File: config.mk
export PLATFORM = sky130hd
export DESIGN_NAME = uart_tx_configuravel_flat
export DESIGN_NICKNAME = d
export VERILOG_FILES = /design/src/rtl/uart_tx_configuravel_if.sv /design/src/rtl/uart_tx_configuravel.sv /design/src/flat_wrapper.sv
export SDC_FILE = /design/constraint.sdc
export NUM_CORES = 1
export LEC_CHECK = 0
export ABC_AREA = 1
export CAP_MARGIN = 20
export CORE_MARGIN = 2
export CORE_UTILIZATION = 59
export CTS_CLUSTER_DIAMETER = 100
export CTS_CLUSTER_SIZE = 30
export DETAILED_ROUTE_END_ITERATION = 16
export GPL_TIMING_DRIVEN = 0
export PLACE_DENSITY = 0.87
export SYNTH_ARGS = -nofsm -noshare
export SYNTH_HDL_FRONTEND = slang
export SYNTH_SLANG_ARGS = --single-unit
File: constraint.sdc
create_clock -name clock -period 2.9 [get_ports clock]
set_input_delay 0.58 -clock clock [delete_from_list [all_inputs] [get_ports clock]]
set_output_delay 0.58 -clock clock [all_outputs]
set_load 0.01 [all_outputs]
File: src/rtl/uart_tx_configuravel_if.sv
// Bus between an upstream word producer and uart_tx_configuravel.
//   master : producer side. Drives dadoEntrada/escreveDado and observes the status and serial outputs.
//   slave  : transmitter side. Accepts words and drives the FIFO flags, the serial line and the frame status.
interface uart_tx_configuravel_if #(
    parameter int BITS_DADOS = 8
);
    logic [BITS_DADOS-1:0] dadoEntrada;
    logic                  escreveDado;
    logic                  fifoCheia;
    logic                  fifoVazia;
    logic                  bitSerialAtual;
    logic                  indicaTransmissao;
    logic                  bitsEstaoEnviados;

    modport master (
        output dadoEntrada, escreveDado,
        input  fifoCheia, fifoVazia, bitSerialAtual, indicaTransmissao, bitsEstaoEnviados
    );

    modport slave (
        input  dadoEntrada, escreveDado,
        output fifoCheia, fifoVazia, bitSerialAtual, indicaTransmissao, bitsEstaoEnviados
    );
endinterface

File: src/rtl/uart_tx_configuravel.sv
// UART transmitter with an input FIFO. The frame format is fixed by parameters:
// start bit, BITS_DADOS data bits sent LSB first, optional parity, and 1 or 2 stop bits.
// Queued words go out back-to-back with no idle gap between frames.
// Ports:
//   clock, reset                 : single clock; reset is synchronous and active-high
//   bus.dadoEntrada/escreveDado  : word enqueue, accepted when escreveDado && !fifoCheia
//   bus.fifoCheia/fifoVazia      : FIFO full/empty, decoded from the registered count
//   bus.bitSerialAtual           : registered serial line, idles at 1
//   bus.indicaTransmissao        : high while a frame is on the line
//   bus.bitsEstaoEnviados        : one-cycle pulse after each frame's final stop-bit cycle
module uart_tx_configuravel #(
    parameter int CLOCKS_POR_BIT    = 5209,
    parameter int BITS_DADOS        = 8,
    parameter int MODO_PARIDADE     = 0,
    parameter int BITS_PARADA       = 1,
    parameter int PROFUNDIDADE_FIFO = 4
) (
    input  logic                  clock,
    input  logic                  reset,
    uart_tx_configuravel_if.slave bus
);
    if (CLOCKS_POR_BIT < 2 || BITS_DADOS < 5 || BITS_DADOS > 9 ||
        MODO_PARIDADE < 0 || MODO_PARIDADE > 2 ||
        (BITS_PARADA != 1 && BITS_PARADA != 2) || PROFUNDIDADE_FIFO < 2 ||
        (PROFUNDIDADE_FIFO & (PROFUNDIDADE_FIFO - 1)) != 0) begin : g_parametro_invalido
        $error("uart_tx_configuravel: parameter out of range");
    end

    localparam int CW = $clog2(CLOCKS_POR_BIT);
    localparam int IW = $clog2(BITS_DADOS);
    localparam int PW = $clog2(PROFUNDIDADE_FIFO);
    localparam int NW = PW + 1;
    localparam logic [CW-1:0] CNT_MAX       = CW'(CLOCKS_POR_BIT - 1);
    localparam logic [IW-1:0] IDX_MAX       = IW'(BITS_DADOS - 1);
    localparam logic [NW-1:0] CONTA_CHEIA   = NW'(PROFUNDIDADE_FIFO);
    localparam logic          ULTIMA_PARADA = (BITS_PARADA == 2);

    typedef enum logic [2:0] {ESPERA, INICIO, DADOS, PARIDADE, PARADA} estado_t;

    // FIFO storage and bookkeeping
    logic [BITS_DADOS-1:0] mem_q [PROFUNDIDADE_FIFO];
    logic [PW-1:0]         wr_ptr_q, wr_ptr_d, rd_ptr_q, rd_ptr_d;
    logic [NW-1:0]         count_q, count_d;
    logic                  cheia, vazia, push, pop;
    logic [BITS_DADOS-1:0] cabeca;

    // Transmit state
    estado_t               estado_q, estado_d;
    logic [CW-1:0]         cnt_q, cnt_d;
    logic [IW-1:0]         idx_q, idx_d;
    logic                  parada_q, parada_d;
    logic [BITS_DADOS-1:0] shift_q, shift_d;
    logic                  serial_q, serial_d;
    logic                  tx_q, tx_d;
    logic                  pulso_q, pulso_d;
    logic                  fim_bit, bit_paridade;

    assign cheia  = (count_q == CONTA_CHEIA);
    assign vazia  = (count_q == '0);
    assign push   = bus.escreveDado && !cheia;
    assign cabeca = mem_q[rd_ptr_q];

    assign fim_bit      = (cnt_q == CNT_MAX);
    assign bit_paridade = (MODO_PARIDADE == 2) ? ^shift_q : ~(^shift_q);

    assign bus.fifoCheia         = cheia;
    assign bus.fifoVazia         = vazia;
    assign bus.bitSerialAtual    = serial_q;
    assign bus.indicaTransmissao = tx_q;
    assign bus.bitsEstaoEnviados = pulso_q;

    always_comb begin
        wr_ptr_d = wr_ptr_q + PW'(push);
        rd_ptr_d = rd_ptr_q + PW'(pop);
        count_d  = count_q;
        case ({push, pop})
            2'b10:   count_d = count_q + 1'b1;
            2'b01:   count_d = count_q - 1'b1;
            default: count_d = count_q;
        endcase
    end

    always_comb begin
        estado_d = estado_q;
        cnt_d    = cnt_q;
        idx_d    = idx_q;
        parada_d = parada_q;
        shift_d  = shift_q;
        serial_d = serial_q;
        tx_d     = tx_q;
        pulso_d  = 1'b0;
        pop      = 1'b0;
        case (estado_q)
            ESPERA: begin
                serial_d = 1'b1;
                tx_d     = 1'b0;
                if (!vazia) begin
                    pop      = 1'b1;
                    shift_d  = cabeca;
                    serial_d = 1'b0;
                    tx_d     = 1'b1;
                    cnt_d    = '0;
                    estado_d = INICIO;
                end
            end
            INICIO: begin
                if (fim_bit) begin
                    cnt_d    = '0;
                    idx_d    = '0;
                    serial_d = shift_q[0];
                    estado_d = DADOS;
                end else begin
                    cnt_d = cnt_q + 1'b1;
                end
            end
            DADOS: begin
                if (fim_bit) begin
                    cnt_d = '0;
                    if (idx_q == IDX_MAX) begin
                        if (MODO_PARIDADE != 0) begin
                            serial_d = bit_paridade;
                            estado_d = PARIDADE;
                        end else begin
                            serial_d = 1'b1;
                            parada_d = 1'b0;
                            estado_d = PARADA;
                        end
                    end else begin
                        idx_d    = idx_q + 1'b1;
                        serial_d = shift_q[idx_q + 1'b1];
                    end
                end else begin
                    cnt_d = cnt_q + 1'b1;
                end
            end
            PARIDADE: begin
                if (fim_bit) begin
                    cnt_d    = '0;
                    serial_d = 1'b1;
                    parada_d = 1'b0;
                    estado_d = PARADA;
                end else begin
                    cnt_d = cnt_q + 1'b1;
                end
            end
            PARADA: begin
                if (fim_bit) begin
                    cnt_d = '0;
                    if (parada_q == ULTIMA_PARADA) begin
                        pulso_d = 1'b1;
                        // Chain straight into the next start bit so queued words leave no idle gap.
                        if (!vazia) begin
                            pop      = 1'b1;
                            shift_d  = cabeca;
                            serial_d = 1'b0;
                            estado_d = INICIO;
                        end else begin
                            serial_d = 1'b1;
                            tx_d     = 1'b0;
                            estado_d = ESPERA;
                        end
                    end else begin
                        parada_d = 1'b1;
                    end
                end else begin
                    cnt_d = cnt_q + 1'b1;
                end
            end
            default: begin
                serial_d = 1'b1;
                tx_d     = 1'b0;
                cnt_d    = '0;
                estado_d = ESPERA;
            end
        endcase
    end

    always_ff @(posedge clock) begin
        if (reset) begin
            wr_ptr_q <= '0;
            rd_ptr_q <= '0;
            count_q  <= '0;
            estado_q <= ESPERA;
            cnt_q    <= '0;
            idx_q    <= '0;
            parada_q <= 1'b0;
            shift_q  <= '0;
            serial_q <= 1'b1;
            tx_q     <= 1'b0;
            pulso_q  <= 1'b0;
        end else begin
            wr_ptr_q <= wr_ptr_d;
            rd_ptr_q <= rd_ptr_d;
            count_q  <= count_d;
            estado_q <= estado_d;
            cnt_q    <= cnt_d;
            idx_q    <= idx_d;
            parada_q <= parada_d;
            shift_q  <= shift_d;
            serial_q <= serial_d;
            tx_q     <= tx_d;
            pulso_q  <= pulso_d;
        end
    end

    // Storage needs no reset: the pointers and count define which entries are valid.
    always_ff @(posedge clock) begin
        if (push) mem_q[wr_ptr_q] <= bus.dadoEntrada;
    end
endmodule

File: src/flat_wrapper.sv
// flat-port wrapper written by rule: the top's interface ports become plain ports
module uart_tx_configuravel_flat 
#(
    parameter int CLOCKS_POR_BIT    = 5209,
    parameter int BITS_DADOS        = 8,
    parameter int MODO_PARIDADE     = 0,
    parameter int BITS_PARADA       = 1,
    parameter int PROFUNDIDADE_FIFO = 4
)
  (clock, reset, bus_dadoEntrada, bus_escreveDado, bus_fifoCheia, bus_fifoVazia, bus_bitSerialAtual, bus_indicaTransmissao, bus_bitsEstaoEnviados);
  uart_tx_configuravel_if #(.BITS_DADOS(BITS_DADOS)) bus_i ();
  input  logic clock;
  input  logic reset;
  input wire logic [$bits(bus_i.dadoEntrada)-1:0] bus_dadoEntrada;
  input wire logic [$bits(bus_i.escreveDado)-1:0] bus_escreveDado;
  output wire logic [$bits(bus_i.fifoCheia)-1:0] bus_fifoCheia;
  output wire logic [$bits(bus_i.fifoVazia)-1:0] bus_fifoVazia;
  output wire logic [$bits(bus_i.bitSerialAtual)-1:0] bus_bitSerialAtual;
  output wire logic [$bits(bus_i.indicaTransmissao)-1:0] bus_indicaTransmissao;
  output wire logic [$bits(bus_i.bitsEstaoEnviados)-1:0] bus_bitsEstaoEnviados;
  assign bus_i.dadoEntrada = bus_dadoEntrada;
  assign bus_i.escreveDado = bus_escreveDado;
  assign bus_fifoCheia = bus_i.fifoCheia;
  assign bus_fifoVazia = bus_i.fifoVazia;
  assign bus_bitSerialAtual = bus_i.bitSerialAtual;
  assign bus_indicaTransmissao = bus_i.indicaTransmissao;
  assign bus_bitsEstaoEnviados = bus_i.bitsEstaoEnviados;
  uart_tx_configuravel #(.CLOCKS_POR_BIT(CLOCKS_POR_BIT), .BITS_DADOS(BITS_DADOS), .MODO_PARIDADE(MODO_PARIDADE), .BITS_PARADA(BITS_PARADA), .PROFUNDIDADE_FIFO(PROFUNDIDADE_FIFO)) u_core (.clock(clock), .reset(reset), .bus(bus_i));
endmodule
# After elaboration in Yosys (flattened, before gate mapping)
# Memories as Yosys holds them, arrays and structs flattened. A register that Yosys moved wholly into a read port is not among the register bits.
# Cells that the tools add are included.
# classes
order_cmp	1
multipliers	0
reduce_logical	17
add_sub_neg	6
n_eq_ne	18
n_div	0
mux	49
n_shift	0
n_bitwise	3
# ops
operator	n
two-way mux 3 bit	10
two-way mux 13 bit	2
one-hot mux 13 bit (2 select lines)	1
two-way mux 8 bit	3
two-way mux 1 bit	23
one-hot mux 8 bit (2 select lines)	1
one-hot mux 3 bit (5 select lines)	1
adder 13 x 1 -> 13 bit (second input constant)	1
== test 13 bit (second input constant)	1
one-hot mux 3 bit (2 select lines)	2
inequality test 2 x 1 -> 1 bit (second input constant)	5
AND reduction 5 bit	2
== test 3 bit (second input constant)	3
inequality test 2 bit (second input constant)	4
AND reduction 4 bit	2
AND reduction 7 bit	1
adder 3 x 1 -> 3 bit (second input constant)	2
== test 3 x 2 -> 1 bit (second input constant)	2
logical NOT 3 bit	2
one-hot mux 1 bit (3 select lines)	2
nonzero test 2 bit	3
OR reduction 3 bit	2
one-hot mux 1 bit (5 select lines)	1
adder 2 x 1 -> 2 bit	2
other kinds (14)	16
# word_totals
latchBits	0
ramBits	32
memories	1
regBits	38
elab_cells	106
in_bits	11
out_inout_bits	5
mem_bits_ro	0
# mem_list
memory	words	word_bits	rd	rd_ports_with_merged_regs	write_ports	line	rtl
u_core.mem_q	4	8	1	1	1	uart_tx_configuravel.sv:41	logic [BITS_DADOS-1:0] mem_q [PROFUNDIDADE_FIFO];

# Longest topological paths before layout
# depth
ltp_word	7
ltp_mapped	13
depth_no_buf	13

# Least setup slack after synthesis
# Ideal clock, no wire load.
# synth_timing
path_type	register to register
startpoint	register u_core.cnt_q[0]
endpoint	register u_core.count_q[2]
path_buffers	0
stages_incl_launch_ff	14
period_less_slack_ns	2.264
required_ns	2.778
path_slack_ns	0.636
arrival_time_ns	2.142
setup_time_ns	0.122
path_cell_list	dfxtp_1 -> inv_1 -> ha_1 -> nand2_2 -> nor2_4 -> nand3_4 -> a21oi_4 -> ha_1 -> inv_1 -> fa_1 -> a21oi_1 -> o21ai_0 -> o21ai_0 -> a21oi_1
# synth_between
elab_chain_len	5
word_cells_on_any_way	7
# synth_lines
element	line	rtl
start: declaration	uart_tx_configuravel.sv:49	logic [CW-1:0] cnt_q, cnt_d;
start signal: assignment	uart_tx_configuravel.sv:196	cnt_q <= cnt_d;
== test 13 bit *	uart_tx_configuravel.sv:63	assign fim_bit = (cnt_q == CNT_MAX);
two-way mux 1 bit *	uart_tx_configuravel.sv:147	if (fim_bit) begin
one-hot mux 1 bit (2 select lines) *	uart_tx_configuravel.sv:93	case (estado_q)
== test 2 x 1 -> 1 bit or == test 2 bit (tied branches)	uart_tx_configuravel.sv:76	case ({push, pop})
one-hot mux 3 bit (2 select lines) or nonzero test 2 bit (tied branches)	-	
end signal: assignment	uart_tx_configuravel.sv:194	count_q <= count_d;
end: declaration	uart_tx_configuravel.sv:43	logic [NW-1:0] count_q, count_d;
# Mark *: on every way between the ends. The rest lies on a longest branch, timed or not.
# A chain may end at the register's enable or synchronous reset.

# Final worst setup path
# Same ends and word-level chain as after synthesis.

==> run metrics <==
run status finished clean; Die H 77.9 µm; RSZ-0062 raised after global routing false; Syn. warnings 0; Routed wire per std cell around 13 µm; Starting Density 0.622; via count 2467; pin count of the biggest net entering global routing 13; Clock Power Share 0.232; worst min-delay path category reg -> reg; Post-CTS Setup Bufs 0; htree depth 3; Bufs and invs on worst path 2; sequential power share 0.393; Max Slew Vio Count 0; Non-Filler Instances 460; final setup vio count 0; gr ovfl total 0; Synth Area per Inst a little over 9 µm²; Worst setup SP type flop; clk_lat worst skew ~350 ps; reg-to-reg setup timing slack 330 ps; Slew headroom 0.603; Starting DRT DRC Count roughly 170; CTS buffer count 9; sw frac 0.389; CTS tree yes; area fraction of the dominant cell type after synthesis 0.298; Setup TNS 0 ps; top post-synthesis cells by area edfxtp_1 (30%), dfxtp_1 (23%), nand2_1 (7.3%), nor2_1 (6.2%), inv_1 (4.7%); Comb pwr share 0.375; FMAX 389 MHz; clk sink count between 60 and 70; Pre-Repair DR Iteration Count 5; critical path's slowest cell fa_1; Final ANT Viol Nets 0; Least-Margin Pin Slew between 500 and 600 ps; detailed placer's ending HPWL around 4400 µm; Synth Instances between 300 and 400; IO buf count 15; Worst VDD drop between 0.4 and 0.5 mV; Cell Chain, Critical Path inv_1 > ha_1 > nand2_2 > nor2_4 > nand3_4 > a21oi_4 > ha_1 > inv_1 > fa_1 > a21oi_1 > o21ai_0 > o21ai_0 > a21oi_1; core area between 5000 and 6000 µm²; biggest cell delay along the critical path 370 ps; Synth area leader edfxtp_1; pwr/cell area between 800 and 900 nW/µm²; Worst setup EP type flop; synthesized area between 3000 and 4000 µm²; Nets 404; Ports 16; Max clock buf depth 2; total power approximately 3300 µW; end of the worst register-to-register path u_core.count_q[2]; post-layout minimum cycle time 2570 ps; hold path start u_core.count_q[0]; post_cts resized 0; vias in the first global route around 2400; Detailed Route WL between 6000 and 7000 µm; CP Max Fanout 11; Cells after DPL approximately 440; initial antenna violation count 0; worst reg2reg startpoint u_core.cnt_q[0]; die width between 70 and 80 µm; flops & latches, synth just under 70; post-synth cell types 34; Site Rows 26; worst path required time approximately 3100 ps; CP arrival ~2800 ps; Leak Pwr 0.00142 µW; Clock Skews about 7 ps; internal power approximately 2000 µW; commonest non-fill, non-tap cells in the layout nand2_1 (63), nor2_1 (53), inv_1 (40); # DRC 0; layout cells sized above 1 0.133; first-pass GRT wire length approximately 11000 µm; # hold bufs at CTS 0; r2r worst-path depth 13; final hold viol count 0; Clock Pin Slew Worst Setup and Hold Paths 70 ps; Layout area overhead 14.0%; max_cap viols 0; WS Path Type reg -> reg; P_sw approximately 1300 µW; Ant. Diodes 0; hold path depth 1; commonest non-fill, non-tap cell in the layout nand2_1; Die ar. 6060 µm²; Root Driver clkbuf_8; hold endpoint u_core.count_q[0]; global-route total usage across every layer 0.226; register area share after synthesis 0.529; Placer Congestion 0.873; Fill cells roughly 400; vias per cell approximately 5.4; period utilization 0.886; Crit path max-delay family compound AO/OA/AOI/OAI gates; Syn Nets ~370
[per-stage QoR]
stage	utilization	hold WS, ps	area [µm²]	worst slack [ps]
global route	0.710	492	3670	25.7
finish	0.710	475	3670	331
global placement	0.668	440	3460	346
detailed placement	0.671	468	3470	341
floorplan	-	424	3220	636
CTS	0.708	480	3660	343
[cells by family after synthesis]
kind of cell    share of synthesized area
compound gates                     0.0906
simple gates                        0.247
flops                               0.529
fa+ha+maj                          0.0334
xor+xnor                           0.0136
buf+inv                            0.0618
mux                                0.0249
[sequential cells by signal, summed over array words and instances (netlist names)]
name                          count
u_core.bus.bitSerialAtual         1
u_core.bus.bitsEstaoEnviados      1
u_core.bus.indicaTransmissao      1
u_core.cnt_q                     13
u_core.count_q                    3
u_core.estado_q                   3
u_core.idx_q                      3
u_core.mem_q                     32
u_core.rd_ptr_q                   2
u_core.shift_q                    8
u_core.wr_ptr_q                   2
[cells in the mapped netlist]
| cell | count |
|---|---|
| ha_1 | 7 |
| edfxtp_1 | 32 |
| nor3_2 | 4 |
| o21ai_0 | 14 |
| nand2_4 | 3 |
| a21oi_2 | 3 |
| clkinv_1 | 1 |
| nor2_1 | 53 |
| nand2_2 | 6 |
| nor3_1 | 5 |
| dfxtp_1 | 37 |
| o21a_1 | 1 |
| xnor2_1 | 2 |
| xor2_1 | 3 |
| inv_4 | 2 |
| nand3_4 | 1 |
| o21ai_1 | 9 |
| o22ai_1 | 9 |
| nand3_1 | 16 |
| nor2_2 | 1 |
| nand4_1 | 3 |
| nand2_1 | 63 |
| nor2_8 | 1 |
| a21oi_1 | 14 |
| nor3_4 | 1 |
| nand3_2 | 2 |
| a21oi_4 | 1 |
| mux2i_1 | 8 |
| buf_2 | 2 |
| clkbuf_1 | 3 |
| nor2_4 | 4 |
| inv_2 | 3 |
| fa_1 | 1 |
| inv_1 | 40 |
[worst max path at each step]
stage / from / end / depth (start not counted)
2_1_floorplan: u_core.cnt_q[0] / u_core.count_q[2] / 13
3_3_place_gp: bus_escreveDado / u_core.mem_q[1][1] / 3
3_5_place_dp: bus_escreveDado / u_core.mem_q[3][7] / 3
4_1_cts: u_core.cnt_q[0] / u_core.count_q[2] / 13
5_1_grt: u_core.cnt_q[0] / u_core.count_q[2] / 13
6_report: u_core.cnt_q[0] / u_core.count_q[2] / 13
[cell type report]
class                   count  area [µm²]  share of cell area
inverters                  46         178              0.0484
repair buffers             19         173              0.0470
well taps                  70        87.6              0.0239
clock inverters             6        63.8              0.0174
multi-input cells         235        1320               0.359
plain buffers               5        21.3             0.00579
flip-flops and latches     69        1700               0.464
clock buffers              10         128              0.0348
[power groups by stage]
| stage | Combinational (µW) | Clock [µW] | Sequential (µW) |
|---|---|---|---|
| final | 1230 | 763 | 1290 |
| after global routing | 1390 | 813 | 1310 |
| after CTS | 1230 | 774 | 1290 |
| after detailed placement | 1210 | 0 | 1310 |
| after global placement | 1170 | 0 | 1310 |
| after floorplan | 922 | 0 | 1300 |
[routing by layer]
layer | vias up | part of all wire | GRT usage
met4 | 0 | 0.016 | 0.104
met5 | - | 0 | 0
li1 | 1232 | - | -
met1 | 1164 | 0.46 | 0.288
met3 | 11 | 0.042 | 0.0523
met2 | 60 | 0.48 | 0.365
Power figures use the tool's default switching activity.
